**config.mk**
```make
export PLATFORM = sky130hd
export DESIGN_NAME = ctrl_pipe
export DESIGN_NICKNAME = d
export VERILOG_FILES = /design/src/rtl/ctrl_pipe.sv
export SDC_FILE = /design/constraint.sdc
export NUM_CORES = 1
export LEC_CHECK = 0
export BUFFER_PORTS_ARGS = -buffer_cell sky130_fd_sc_hd__buf_2
export CORE_UTILIZATION = 50
export CTS_CLUSTER_SIZE = 14
export DETAILED_ROUTE_END_ITERATION = 8
export PLACE_DENSITY = 0.84
export SLEW_MARGIN = 10
export SYNTH_ARGS = -nofsm -noshare
export SYNTH_HDL_FRONTEND = slang
export SYNTH_HIERARCHICAL = 1
export SYNTH_SLANG_ARGS = --single-unit
```
**constraint.sdc**
```tcl
create_clock -name clk -period 2.7 [get_ports clk]
set_input_delay 0.27 -clock clk [delete_from_list [all_inputs] [get_ports clk]]
set_output_delay 0.27 -clock clk [all_outputs]
set_load 0.1 [all_outputs]
```
**src/rtl/ctrl_pipe.sv**
```systemverilog
// Control-bundle pipeline D -> E -> M -> W... with bubble/flush handling and a multicycle-op FSM.
// Optional perf counters are built when CTRL_PIPE_PERF_EN is defined.

module ctrl_pipe_stage #(
    parameter int CW = 16
) (
    input  logic          clk,
    input  logic          rst,
    input  logic          bubble,
    input  logic [CW-1:0] ctrlIn,
    input  logic          vldIn,
    output logic [CW-1:0] ctrlOut,
    output logic          vldOut
);
    always_ff @(posedge clk or negedge rst) begin
        if (!rst) begin
            ctrlOut <= '0;
            vldOut  <= 1'b0;
        end else if (bubble) begin
            ctrlOut <= '0;
            vldOut  <= 1'b0;
        end else begin
            ctrlOut <= ctrlIn;
            vldOut  <= vldIn;
        end
    end
endmodule

module ctrl_pipe #(
    parameter int CW        = 16,
    parameter int NSTAGES   = 3,
    parameter int MC_CYCLES = 32
) (
    input  logic                  clk,
    input  logic                  rst,
    input  logic [CW-1:0]         ctrl_d,
    input  logic                  valid_d,
    input  logic                  mc_d,
    input  logic                  stall_e,
    input  logic                  flush_e,
    output logic [NSTAGES*CW-1:0] ctrl_q,
    output logic [NSTAGES-1:0]    valid_q,
    output logic                  mc_busy,
    output logic                  mc_done,
    output logic                  stall_req,
    output logic [31:0]           perf_stall,
    output logic [31:0]           perf_bub
);
    localparam int CNTW = $clog2(MC_CYCLES + 1);

    typedef enum logic [1:0] {IDLE, BUSY, DONE} mcState_t;

    mcState_t                     state;
    logic [CNTW-1:0]              cnt;
    logic [NSTAGES-1:0][CW-1:0]   ctrlPipe;
    logic [NSTAGES-1:0]           vldPipe;
    logic [CW-1:0]                ctrlE;
    logic                         vldE;
    logic                         mcE;
    logic                         holdE;
    logic                         bubbleIns;

    assign stall_req = ((state == IDLE) && vldE && mcE) || (state == BUSY);
    assign holdE     = stall_e | stall_req;
    assign bubbleIns = holdE | flush_e;
    assign mc_busy   = (state == BUSY);
    assign mc_done   = (state == DONE);

    assign ctrlPipe[0] = ctrlE;
    assign vldPipe[0]  = vldE;
    assign ctrl_q      = ctrlPipe;
    assign valid_q     = vldPipe;

    // E: flush beats hold beats load
    always_ff @(posedge clk or negedge rst) begin
        if (!rst) begin
            ctrlE <= '0;
            vldE  <= 1'b0;
            mcE   <= 1'b0;
        end else if (flush_e) begin
            ctrlE <= '0;
            vldE  <= 1'b0;
            mcE   <= 1'b0;
        end else if (!holdE) begin
            ctrlE <= ctrl_d;
            vldE  <= valid_d;
            mcE   <= mc_d;
        end
    end

    // Later stages never stall; only stage 1 can take a bubble
    for (genvar s = 1; s < NSTAGES; s++) begin : gStage
        ctrl_pipe_stage #(.CW(CW)) uStage (
            .clk     (clk),
            .rst     (rst),
            .bubble  ((s == 1) ? bubbleIns : 1'b0),
            .ctrlIn  (ctrlPipe[s-1]),
            .vldIn   (vldPipe[s-1]),
            .ctrlOut (ctrlPipe[s]),
            .vldOut  (vldPipe[s])
        );
    end

    always_ff @(posedge clk or negedge rst) begin
        if (!rst) begin
            state <= IDLE;
            cnt   <= '0;
        end else begin
            case (state)
                IDLE: begin
                    if (vldE && mcE && !flush_e) begin
                        state <= BUSY;
                        cnt   <= CNTW'(MC_CYCLES - 1);
                    end
                end
                BUSY: begin
                    if (flush_e) begin
                        state <= IDLE;
                        cnt   <= '0;
                    end else if (cnt == '0) begin
                        state <= DONE;
                    end else begin
                        cnt <= cnt - 1'b1;
                    end
                end
                DONE: begin
                    if (flush_e) begin
                        state <= IDLE;
                        cnt   <= '0;
                    end else if (!stall_e) begin
                        state <= IDLE;
                    end
                end
                default: begin
                    state <= IDLE;
                    cnt   <= '0;
                end
            endcase
        end
    end

`ifdef CTRL_PIPE_PERF_EN
    logic [31:0] perfStallQ;
    logic [31:0] perfBubQ;

    // Saturating event counters, cleared only by reset
    always_ff @(posedge clk or negedge rst) begin
        if (!rst) begin
            perfStallQ <= '0;
            perfBubQ   <= '0;
        end else begin
            if (stall_req && (perfStallQ != 32'hFFFF_FFFF))
                perfStallQ <= perfStallQ + 32'd1;
            if (bubbleIns && (perfBubQ != 32'hFFFF_FFFF))
                perfBubQ <= perfBubQ + 32'd1;
        end
    end

    assign perf_stall = perfStallQ;
    assign perf_bub   = perfBubQ;
`else
    assign perf_stall = 32'd0;
    assign perf_bub   = 32'd0;
`endif

endmodule
```
==> flow_metrics.tcl <==
set metrics [dict create \
    cts_setup_buffers 0 \
    die-area_mm2 0.00611 \
    synthSimpleGateAreaFrac 0.158 \
    setup_viol 0 \
    gr-usage-all-layers 0.187 \
    finalCriticalPeriod_ps 2020 \
    num_rows 27 \
    synth_compound_area_frac 0.0578 \
    synthAdderAreaFrac 0.00777 \
    root_buffer "clkbuf_8" \
    path_class "register to register" \
    cts_sinks 60 \
    route.detailed.drc 0 \
    clock_latency_ps 330 \
    port_buffers 75 \
    wl_per_cell_um 12.3 \
    finalCritPeriodShare 0.749 \
    cts_buffers 9 \
    detail_route.first_pass.iterations 4 \
    crit_slowest_cell "or4b_4" \
    syn_area_per_cell_um2 11.3 \
    num_antenna_cells 0 \
    vias_per_cell 4.39 \
    required_ps 2900 \
    antenna_found_initial 0 \
    initial_core_util 0.523 \
    place.gp.congestion 0.835 \
    synth_top_family_by_area "buffers and inverters" \
    fin_cells 421 \
    switchingPower_mw 1.11 \
    critPathMaxStageDelay_ps 510 \
    critical_path_arrival_ps 2220 \
    synth_top_area_frac 0.518 \
    cts_tree "done" \
    die_w_um 78.1 \
    synthXorXnorAreaFrac 0 \
    ys_seq_elements 60 \
    ys_top_cells_by_area "dfrtp_1, buf_4, mux2i_1, nor2b_1, and2b_2" \
    nNetsFinal 367 \
    dpl.hpwl_um 3980 \
    wl_um 5180 \
    vias 1848 \
    power.internal_mw 1.51 \
    coreArea_mm2 0.00554 \
    drt_iter0_drc 66 \
    ant_nets 0 \
    hold_path.class "primary input to register" \
    peakVddDrop_mv 0.454 \
    yosys.area.top_type "dfrtp_1" \
    overflow 0 \
    synthToLayoutAreaGrowth_pct 14.0 \
    worstPathMaxFanout 8 \
    p_seq_frac 0.394 \
    final_area_mm2 0.00331 \
    synth_cell_types 34 \
    worstMarginPinSlew_ps 999 \
    drive_above_1_share 0.327 \
    boundaryPins 140 \
    grt_pass1_wl_um 8500 \
    drv_cap 0 \
    cts_max_path_buffers 2 \
    die_h_um 78.1 \
    p_leak_nw 1.92 \
    clock_power_share 0.287 \
    status "finished clean" \
    cp-start-kind "register" \
    grt_pass1_vias 1690 \
    synthMostInstantiatedCell "buf_4" \
    max_freq_mhz 495 \
    crit_chain "inv_1 > ha_1 > or4b_4 > o32ai_4 > or2_4 > o211ai_1" \
    placed_area_mm2 0.00311 \
    combPwrFrac 0.319 \
    rsz0062_at_grt "false" \
    synth_ff_type "dfrtp_1" \
    synth_edf_count 0 \
    setup_tns_ps 0 \
    worst_setup_path_end_kind "register" \
    p_per_area_mw_per_mm2 793 \
    swShare 0.424 \
    async_flop_share 1.00 \
    clk_pin_slew_ps 60 \
    hold_viol 0 \
    synthesis.area_mm2 0.00290 \
    yosys_warnings 6 \
    synth_mux_area_frac 0.0621 \
    ys_seq_area_frac 0.518 \
    synth_commonest_cells "buf_4, dfrtp_1, nor2_1" \
    ctsHtreeMaxLevel 3 \
    grt_max_degree 30 \
    relSlewSlack 0.330 \
    final_max_slew_viol_count 0 \
    dp_cells 404 \
    cts_resized 0 \
    synthCells 257 \
    fin_skew_ps 6.27 \
]
[cell families (layout without fill, tap and decap cells)]
group / after synthesis / count (layout)
compound gates: 20 / 20
fa+ha+maj: 2 / 2
buf+inv: 79 / 100
flops: 60 / 60
mux: 18 / 18
other cells: 1 / 72
simple gates: 77 / 77
[power groups by stage]
stage / Combinational (mW) / Sequential, mW / Clock (mW)
after floorplan: 0.638 / 1.21 / 0
after global placement: 0.819 / 1.04 / 0
after detailed placement: 0.836 / 1.04 / 0
after CTS: 0.836 / 1.03 / 0.769
after global routing: 0.871 / 1.04 / 0.815
final: 0.838 / 1.03 / 0.752
[through the flow]
stage	setup slack, ps	total power [mW]	utilization	hold WS (ps)
2_1_floorplan	499	1.84	-	-25.6
3_3_place_gp	789	1.86	0.562	191
3_5_place_dp	576	1.88	0.562	192
4_1_cts	697	2.63	0.597	163
5_1_grt	596	2.73	0.597	182
6_report	678	2.62	0.597	178
[metal layers]
| metal | up-vias | wire length [um] | track usage |
|---|---|---|---|
| li1 | 872 | - | - |
| met1 | 851 | 2100 | 0.226 |
| met2 | 112 | 2590 | 0.302 |
| met3 | 13 | 364 | 0.0512 |
| met4 | 0 | 127 | 0.107 |
| met5 | - | 0 | 0 |
[placed cells by master, fill, tap and decap left out, drive strengths merged, types with 2 or more instances in the layout]
cell type,netlist,layout
clkinv,0,3
o21ai,2,2
conb,1,72
nor2b,21,21
and2b,14,14
inv,5,5
nand2,2,2
buf,70,78
dfrtp,60,60
nand2b,5,5
a21oi,3,3
or2,2,2
clkbuf,4,11
nor2,24,24
o31ai,6,6
nor3,4,4
mux2i,18,18
o31a,2,2
[critical path, delay by kind of cell (launching register included)]
| kind | cells | cell delay [ps] |
|---|---|---|
| AOI/OAI and AO/OA | 2 | 470 |
| adders and majority gates | 1 | 180 |
| buffers and inverters | 1 | 80 |
| DFF | 1 | 420 |
| and+or+nand+nor | 2 | 730 |
[layout make-up]
type,instances,area (um2)
Fill cell,481,2230
Clock buffer,11,131
Tap cell,72,90.1
Inverter,5,18.8
Multi-Input combinational cell,189,1100
Clock inverter,5,52.6
Sequential cell,60,1500
Timing Repair Buffer,79,408
[path summary, 6_finish.rpt]
| kind | startpoint | end | slack (ps) | cells after the start |
|---|---|---|---|---|
| worst max-delay path | cnt[0] | cnt[3] | 680 | 6 |
| worst min-delay path | ctrl_d[14] | ctrlE[14] | 180 | 3 |
| worst max register to register | cnt[0] | cnt[3] | 680 | 6 |
| worst min register to register | gStage[1].uStage/ctrlOut[12] | gStage[2].uStage/ctrlOut[12] | 490 | 1 |
| max in group asynchronous | rst | cnt[2] | 1650 | 3 |
| min in group asynchronous | rst | gStage[2].uStage/ctrlOut[4] | 370 | 2 |
[state kept, by name (all words and copies together), names as in the netlist]
name	flops
mcE	1
state	2
gStage.uStage/vldOut	2
vldE	1
cnt	6
gStage.uStage/ctrlOut	32
ctrlE	16
[timing repair]
action	in CTS	in global routing
setup endpoints to repair	0	0
hold buffers	1	0
endpoints found under the hold margin	14	0
Note: power is estimated with default switching activity, not from simulation.
